===== src/rtl/cpu_state_scanner_if.sv =====
`default_nettype none
// +--------------------------------------------------------------------------+
// | cpu_state_scanner_if : tagged valid/ready word stream (scanner -> sink)  |
// | Revision : 1.0                                                           |
// +--------------------------------------------------------------------------+
interface cpu_state_scanner_if;
  logic        out_valid;
  logic        out_ready;
  logic [7:0]  out_tag;
  logic [31:0] out_data;
  logic        out_last;

  modport master (
    output out_valid,
    output out_tag,
    output out_data,
    output out_last,
    input  out_ready
  );

  modport slave (
    input  out_valid,
    input  out_tag,
    input  out_data,
    input  out_last,
    output out_ready
  );
endinterface
`default_nettype wire


===== src/rtl/cpu_state_scanner.sv =====
`default_nettype none
// +--------------------------------------------------------------------------+
// | cpu_state_scanner : snapshots PC/INST, then walks GPRs and a data-memory |
// | window through the CPU test ports, emitting tagged words on a stream.    |
// | Revision : 1.0                                                           |
// +--------------------------------------------------------------------------+
module cpu_state_scanner #(
  parameter int unsigned MEM_WORDS = 32,
  parameter logic [31:0] MEM_BASE  = 32'h0000_0000
) (
  input  wire logic            clk,
  input  wire logic            reset,
  input  wire logic            start,
  input  wire logic [31:0]     cpu_pc,
  input  wire logic [31:0]     cpu_inst,
  output logic      [4:0]      rf_addr,
  input  wire logic [31:0]     rf_data,
  output logic      [31:0]     mem_addr,
  input  wire logic [31:0]     mem_data,
  cpu_state_scanner_if.master  out,
  output logic                 busy,
  output logic                 done
);

  localparam int unsigned N_WORDS   = 34 + MEM_WORDS;
  localparam logic [6:0]  LAST_IDX  = 7'(N_WORDS - 1);
  localparam logic [6:0]  GPR_FIRST = 7'd2;
  localparam logic [6:0]  MEM_FIRST = 7'd34;
  localparam logic [7:0]  TAG_PC    = 8'h80;
  localparam logic [7:0]  TAG_INST  = 8'h81;

  typedef enum logic [1:0] {
    S_IDLE   = 2'd0,
    S_ADDR   = 2'd1,
    S_SAMPLE = 2'd2,
    S_SEND   = 2'd3
  } state_t;

  state_t      state_q,     state_d;
  logic [6:0]  idx_q,       idx_d;
  logic [31:0] pc_snap_q,   pc_snap_d;
  logic [31:0] inst_snap_q, inst_snap_d;
  logic [4:0]  rf_addr_q,   rf_addr_d;
  logic [31:0] mem_addr_q,  mem_addr_d;
  logic        out_valid_q, out_valid_d;
  logic [7:0]  out_tag_q,   out_tag_d;
  logic [31:0] out_data_q,  out_data_d;
  logic        out_last_q,  out_last_d;
  logic        busy_q,      busy_d;
  logic        done_q,      done_d;

  logic        w_is_pc;
  logic        w_is_inst;
  logic        w_is_gpr;
  logic        w_is_mem;
  logic        w_is_last;
  logic [4:0]  w_gpr_n;
  logic [5:0]  w_mem_k;
  logic [31:0] w_mem_byte_addr;

  // Low-bit arithmetic wraps correctly over the legal index ranges.
  assign w_is_pc         = (idx_q == 7'd0);
  assign w_is_inst       = (idx_q == 7'd1);
  assign w_is_gpr        = (idx_q >= GPR_FIRST) && (idx_q < MEM_FIRST);
  assign w_is_mem        = (idx_q >= MEM_FIRST);
  assign w_is_last       = (idx_q == LAST_IDX);
  assign w_gpr_n         = idx_q[4:0] - 5'd2;
  assign w_mem_k         = idx_q[5:0] - 6'd34;
  assign w_mem_byte_addr = MEM_BASE + {24'd0, w_mem_k, 2'b00};

  always_comb begin
    state_d     = state_q;
    idx_d       = idx_q;
    pc_snap_d   = pc_snap_q;
    inst_snap_d = inst_snap_q;
    rf_addr_d   = rf_addr_q;
    mem_addr_d  = mem_addr_q;
    out_valid_d = out_valid_q;
    out_tag_d   = out_tag_q;
    out_data_d  = out_data_q;
    out_last_d  = out_last_q;
    busy_d      = busy_q;
    done_d      = 1'b0;

    case (state_q)
      S_IDLE: begin
        // The done cycle is already IDLE, but a start there must not re-arm.
        if (start && !done_q) begin
          idx_d       = 7'd0;
          pc_snap_d   = cpu_pc;
          inst_snap_d = cpu_inst;
          busy_d      = 1'b1;
          state_d     = S_ADDR;
        end
      end

      S_ADDR: begin
        if (w_is_gpr) begin
          rf_addr_d = w_gpr_n;
        end
        if (w_is_mem) begin
          mem_addr_d = w_mem_byte_addr;
        end
        state_d = S_SAMPLE;
      end

      S_SAMPLE: begin
        if (w_is_pc) begin
          out_tag_d  = TAG_PC;
          out_data_d = pc_snap_q;
        end else if (w_is_inst) begin
          out_tag_d  = TAG_INST;
          out_data_d = inst_snap_q;
        end else if (w_is_gpr) begin
          out_tag_d  = {3'b000, w_gpr_n};
          out_data_d = rf_data;
        end else begin
          out_tag_d  = {2'b01, w_mem_k};
          out_data_d = mem_data;
        end
        out_last_d  = w_is_last;
        out_valid_d = 1'b1;
        state_d     = S_SEND;
      end

      S_SEND: begin
        if (out.out_ready) begin
          out_valid_d = 1'b0;
          out_last_d  = 1'b0;
          if (w_is_last) begin
            busy_d  = 1'b0;
            done_d  = 1'b1;
            state_d = S_IDLE;
          end else begin
            idx_d   = idx_q + 7'd1;
            state_d = S_ADDR;
          end
        end
      end

      default: begin
        state_d = S_IDLE;
      end
    endcase
  end

  always_ff @(posedge clk) begin
    if (reset) begin
      state_q     <= S_IDLE;
      idx_q       <= 7'd0;
      pc_snap_q   <= 32'd0;
      inst_snap_q <= 32'd0;
      rf_addr_q   <= 5'd0;
      mem_addr_q  <= 32'd0;
      out_valid_q <= 1'b0;
      out_tag_q   <= 8'd0;
      out_data_q  <= 32'd0;
      out_last_q  <= 1'b0;
      busy_q      <= 1'b0;
      done_q      <= 1'b0;
    end else begin
      state_q     <= state_d;
      idx_q       <= idx_d;
      pc_snap_q   <= pc_snap_d;
      inst_snap_q <= inst_snap_d;
      rf_addr_q   <= rf_addr_d;
      mem_addr_q  <= mem_addr_d;
      out_valid_q <= out_valid_d;
      out_tag_q   <= out_tag_d;
      out_data_q  <= out_data_d;
      out_last_q  <= out_last_d;
      busy_q      <= busy_d;
      done_q      <= done_d;
    end
  end

  assign rf_addr       = rf_addr_q;
  assign mem_addr      = mem_addr_q;
  assign out.out_valid = out_valid_q;
  assign out.out_tag   = out_tag_q;
  assign out.out_data  = out_data_q;
  assign out.out_last  = out_last_q;
  assign busy          = busy_q;
  assign done          = done_q;

endmodule
`default_nettype wire

===== src/flat_wrapper.sv =====
// flat-port wrapper written by rule: the top's interface ports become plain ports
module cpu_state_scanner_flat 
#(
  parameter int unsigned MEM_WORDS = 32,
  parameter logic [31:0] MEM_BASE  = 32'h0000_0000
)
  (clk, reset, start, cpu_pc, cpu_inst, rf_addr, rf_data, mem_addr, mem_data, busy, done, out_out_valid, out_out_tag, out_out_data, out_out_last, out_out_ready);
  cpu_state_scanner_if out_i ();
  input  wire logic clk;
  input  wire logic reset;
  input  wire logic start;
  input  wire logic [31:0] cpu_pc;
  input  wire logic [31:0] cpu_inst;
  output logic      [4:0] rf_addr;
  input  wire logic [31:0] rf_data;
  output logic      [31:0] mem_addr;
  input  wire logic [31:0] mem_data;
  output logic busy;
  output logic done;
  output wire logic [$bits(out_i.out_valid)-1:0] out_out_valid;
  output wire logic [$bits(out_i.out_tag)-1:0] out_out_tag;
  output wire logic [$bits(out_i.out_data)-1:0] out_out_data;
  output wire logic [$bits(out_i.out_last)-1:0] out_out_last;
  input wire logic [$bits(out_i.out_ready)-1:0] out_out_ready;
  assign out_out_valid = out_i.out_valid;
  assign out_out_tag = out_i.out_tag;
  assign out_out_data = out_i.out_data;
  assign out_out_last = out_i.out_last;
  assign out_i.out_ready = out_out_ready;
  cpu_state_scanner #(.MEM_WORDS(MEM_WORDS), .MEM_BASE(MEM_BASE)) u_core (.clk(clk), .reset(reset), .start(start), .cpu_pc(cpu_pc), .cpu_inst(cpu_inst), .rf_addr(rf_addr), .rf_data(rf_data), .mem_addr(mem_addr), .mem_data(mem_data), .out(out_i), .busy(busy), .done(done));
endmodule

===== config.mk =====
export PLATFORM = sky130hd
export DESIGN_NAME = cpu_state_scanner_flat
export DESIGN_NICKNAME = d
export VERILOG_FILES = /design/src/rtl/cpu_state_scanner_if.sv /design/src/rtl/cpu_state_scanner.sv /design/src/flat_wrapper.sv
export SDC_FILE = /design/constraint.sdc
export NUM_CORES = 1
export LEC_CHECK = 0
export CORE_MARGIN = 3
export CORE_UTILIZATION = 45
export CTS_BUF_LIST = sky130_fd_sc_hd__clkbuf_2 sky130_fd_sc_hd__clkbuf_4 sky130_fd_sc_hd__clkbuf_8
export DETAILED_ROUTE_END_ITERATION = 16
export DONT_BUFFER_PORTS = 1
export GPL_ROUTABILITY_DRIVEN = 1
export SLEW_MARGIN = 10
export SYNTH_ARGS = -nofsm -noshare
export SYNTH_HDL_FRONTEND = slang
export SYNTH_SLANG_ARGS = --single-unit

===== constraint.sdc =====
create_clock -name clk -period 2.45 [get_ports clk]
set_input_delay 0.245 -clock clk [delete_from_list [all_inputs] [get_ports clk]]
set_output_delay 0.245 -clock clk [all_outputs]
set_load 0.05 [all_outputs]

==> results summary <==
In the layout the commonest cells are 142 x nand2_1, 132 x a21oi_1, 129 x dlygate4sd3_1, 128 x dfxtp_1, 72 x nor2_1. The number of antenna violations at the first check in global routing is 0. The finished cells cover 0.008075 mm². The total track usage is roughly 25%. The number of max-slew violations in the final report is 0. TritonCTS created 17 clock buffers.

The post-synthesis instance area is between 0.006 and 0.007 mm². The clock skew came out at 0.01545 ns. The most used flip-flop cell after synthesis is dfxtp_1. The clock insertion delay at the later pin of the skew report came out at 0.45 ns.

CTS saw roughly 130 sinks. Routability-driven placement finished with a final weighted congestion of 0.8867. The slew at the pin closest to its max-slew limit is 0.8328 ns.

The cell sitting at the root of the clock tree is a clkbuf_8. IR analysis of the VDD net gives a maximum drop of 0.5602 mV. The floorplan step defined a core boundary enclosing 0.01345 mm².

The number of core rows came out at 42. Of the cells placed in the final design, the portion with a size suffix greater than 1 is 12.14%. The count of yosys warnings during synthesis came out at 0.

The startpoint of the most critical setup path is u_core.idx_q[1]. The worst setup path is captured at a flop. Summed over all instances, the cell type with the most area after synthesis is dfxtp_1. Dividing the detail-routed wire length by the instance count gives 18.65 µm. In this run the cell area measured after placement is 0.006304 mm². The cell count of the worst hold path is 2. The height of the die came out at 124.2 µm. The flow ran to the end, and the final reports show no timing, DRC or antenna violations. The headroom to the max-slew limit is 44.42%.

The utilization after layout is 60.03%. The width of the chip is 124.2 µm. Setup repair after global routing could not meet its margin everywhere. Dividing the final minimum period by the clock period gives 98.42%. The number of design-rule violations left by the first detailed-router iteration is 460. The worst register-to-register path begins at u_core.idx_q[1]. The slack of the critical path is 0.03866 ns. The number of iterations in the first detailed-routing pass is 6.

Pin placement for this block handled about 210 I/O pins. STA classifies the critical path startpoint as a flop. The hold violation total from the final report is 0.

After synthesis the netlist holds a flip-flop and latch count of 128. The cell leakage power came out at 3.179 nW. Hold is met by 0.05534 ns.

The clock transition at the registers of the reported paths is 0.08 ns. The register area share after synthesis came out at 40.75%. The average via count per standard cell is 5.633. 0 antenna diodes ended up in the layout. The proportion of register bits with asynchronous set or reset after synthesis came out at 0%.

Yosys mapped a number of flops with a built-in enable equal to 0. The number of cells on the worst reg-to-reg path is 7. The number of placed instances, taps included is slightly below 900. Data on the critical path is required at its endpoint by 2.76 ns. In this run the most critical hold path is launched from rf_data[30]. The post-synthesis to final-layout area growth is 28.41%. The number of nets in the layout is ~1000. The worst path in the final design needs a cycle of 2.411 ns, including I/O delays and setup. The area of the die came out at 0.01543 mm². The finished layout holds approximately 1000 standard cells, fillers aside. The total wirelength of the detailed-routed design is 19570 µm. The top fanout value on the critical path came out at 17. The area fraction of the dominant cell type after synthesis is 40.75%.

Once the floorplan was initialized, standard cells occupied between 40% and 50% of the core. The maximum operating frequency is around 410 MHz. The number of nets still failing antenna checks after routing came out at 0. The power density of the placed cells came out at between 900 and 1000 mW/mm².

The level count of the clock H-tree came out at 4. The data arrival time at the worst-slack endpoint is 2.73 ns. By area the synthesized netlist is led by dfxtp_1 41%, a21oi_1 11%, nand2_1 8.5%, nor2_1 4.3%, o32ai_2 3.6%. Averaged over all synthesized cells, the footprint is 8.307 µm². Summing internal, switching and leakage power gives 7.962 mW.

The worst slack after detailed placement is 0.1572 ns. The total of max-cap violations came out at 0. TritonCTS built the clock tree. The number of input and output port buffers inserted is 0. Synthesis instantiated 52 different standard cells from the library. The overall via count from detail_route is 5909. The number of global-route vias before repair came out at slightly below 6000. The count of endpoints failing setup in the final report came out at 0. The largest net degree at the start of global routing came out at 110.

The sum of negative setup slack is 0 ns. The residual overflow from global routing came out at 0. By startpoint and endpoint, the worst setup path is classified as reg -> reg.

The path class of the tightest hold or removal check is in -> reg. Once detailed placement completed, the half-perimeter wirelength came to between 10000 and 15000 µm. The first global-routing pass estimated 31150 µm of wire. Counting along the longest clock path gives a buffer depth of 2. The number of instances in the synthesized netlist came out at 757. In the routed design, unresolved DRC markers number 0. The library cell used most frequently in the layout, excluding fill and tap cells, is nand2_1.
cells in the mapped netlist (2+ instances only):
cell type / number
nand2_1: 143
buf_6: 6
a211oi_1: 6
nand3_1: 5
a22o_1: 17
o32ai_2: 14
o21ai_1: 18
xnor2_1: 7
a22oi_1: 2
nor4_1: 2
ha_1: 11
a311oi_1: 5
nor3_1: 4
or4_1: 4
buf_4: 29
and2_1: 2
nor3b_2: 2
nor2_1: 72
o21ai_0: 3
nor2b_1: 4
nor3b_1: 2
dfxtp_1: 128
buf_1: 5
nand2b_1: 6
inv_1: 6
clkbuf_1: 38
buf_2: 13
a221o_2: 16
mux2i_1: 19
a221oi_2: 10
a21oi_1: 133
or3_1: 2
a221oi_1: 4
timing repair:
item                                    in CTS  in global routing
hold buffers                               130                  0
hold endpoints to repair                   123                  0
resized for setup                            0                  3
endpoints found under the setup margin       0                  2
setup buffers                                0                  0
critical path, cell delays in order, from the launching register on:
cell and delay [ns]:
dfxtp_1 0.31, inv_1 0.12, ha_1 0.21, or3b_1 0.41
or3_1 0.50, nand2_8 0.23, mux2i_1 0.35, o32ai_2 0.13
cell families after synthesis:
kind of cell,count (synthesis),synth area share (%)
compound gates,236,26.68
mux,19,3.024
simple gates,257,17.77
buf+inv,98,8.555
other cells,1,0.05963
fa+ha+maj,11,2.189
flops,128,40.75
xor+xnor,7,0.9749
layout make-up:
type | instances | area (µm²)
clock buffer | 18 | 241.5
clock inverter | 14 | 188.9
fill | 1157 | 5378
inverter | 7 | 26.28
multi-input combinational | 556 | 3313
sequential | 128 | 2562
tap | 176 | 220.2
timing repair buffer | 150 | 1523
registers in the layout, summed over array words and instances, names as in the netlist, 2 cells and up:
signal,count
u_core.mem_addr,6
u_core.rf_addr,5
u_core.state_q,2
u_core.idx_q,7
u_core.inst_snap_q,32
u_core.pc_snap_q,32
u_core.out.out_tag,8
u_core.out.out_data,32
power breakdown:
part / total (mW) / switching, mW / internal (mW)
Clock: 1.99 / 0.875 / 1.12
Combinational: 2.43 / 1.48 / 0.956
Sequential: 3.53 / 1.03 / 2.51
Total: 7.96 / 3.38 / 4.58
routing by layer:
metal	vias to the layer above	wire length, µm	GRT usage (%)
met5	-	0	0
met4	0	483	9.865
met3	37	1675	7.818
met2	305	9316	39.82
met1	2763	8093	31.13
li1	2804	-	-
path summary, 6_finish.rpt:
kind | end | slack [ns]
setup / recovery | u_core.out.out_data[16] | 0.04
hold / removal | u_core.out.out_data[30] | 0.06
hold reg to reg | u_core.inst_snap_q[14] | 0.46
setup reg to reg | u_core.out.out_data[16] | 0.04
No activity file was read; power rests on OpenSTA's default activity.
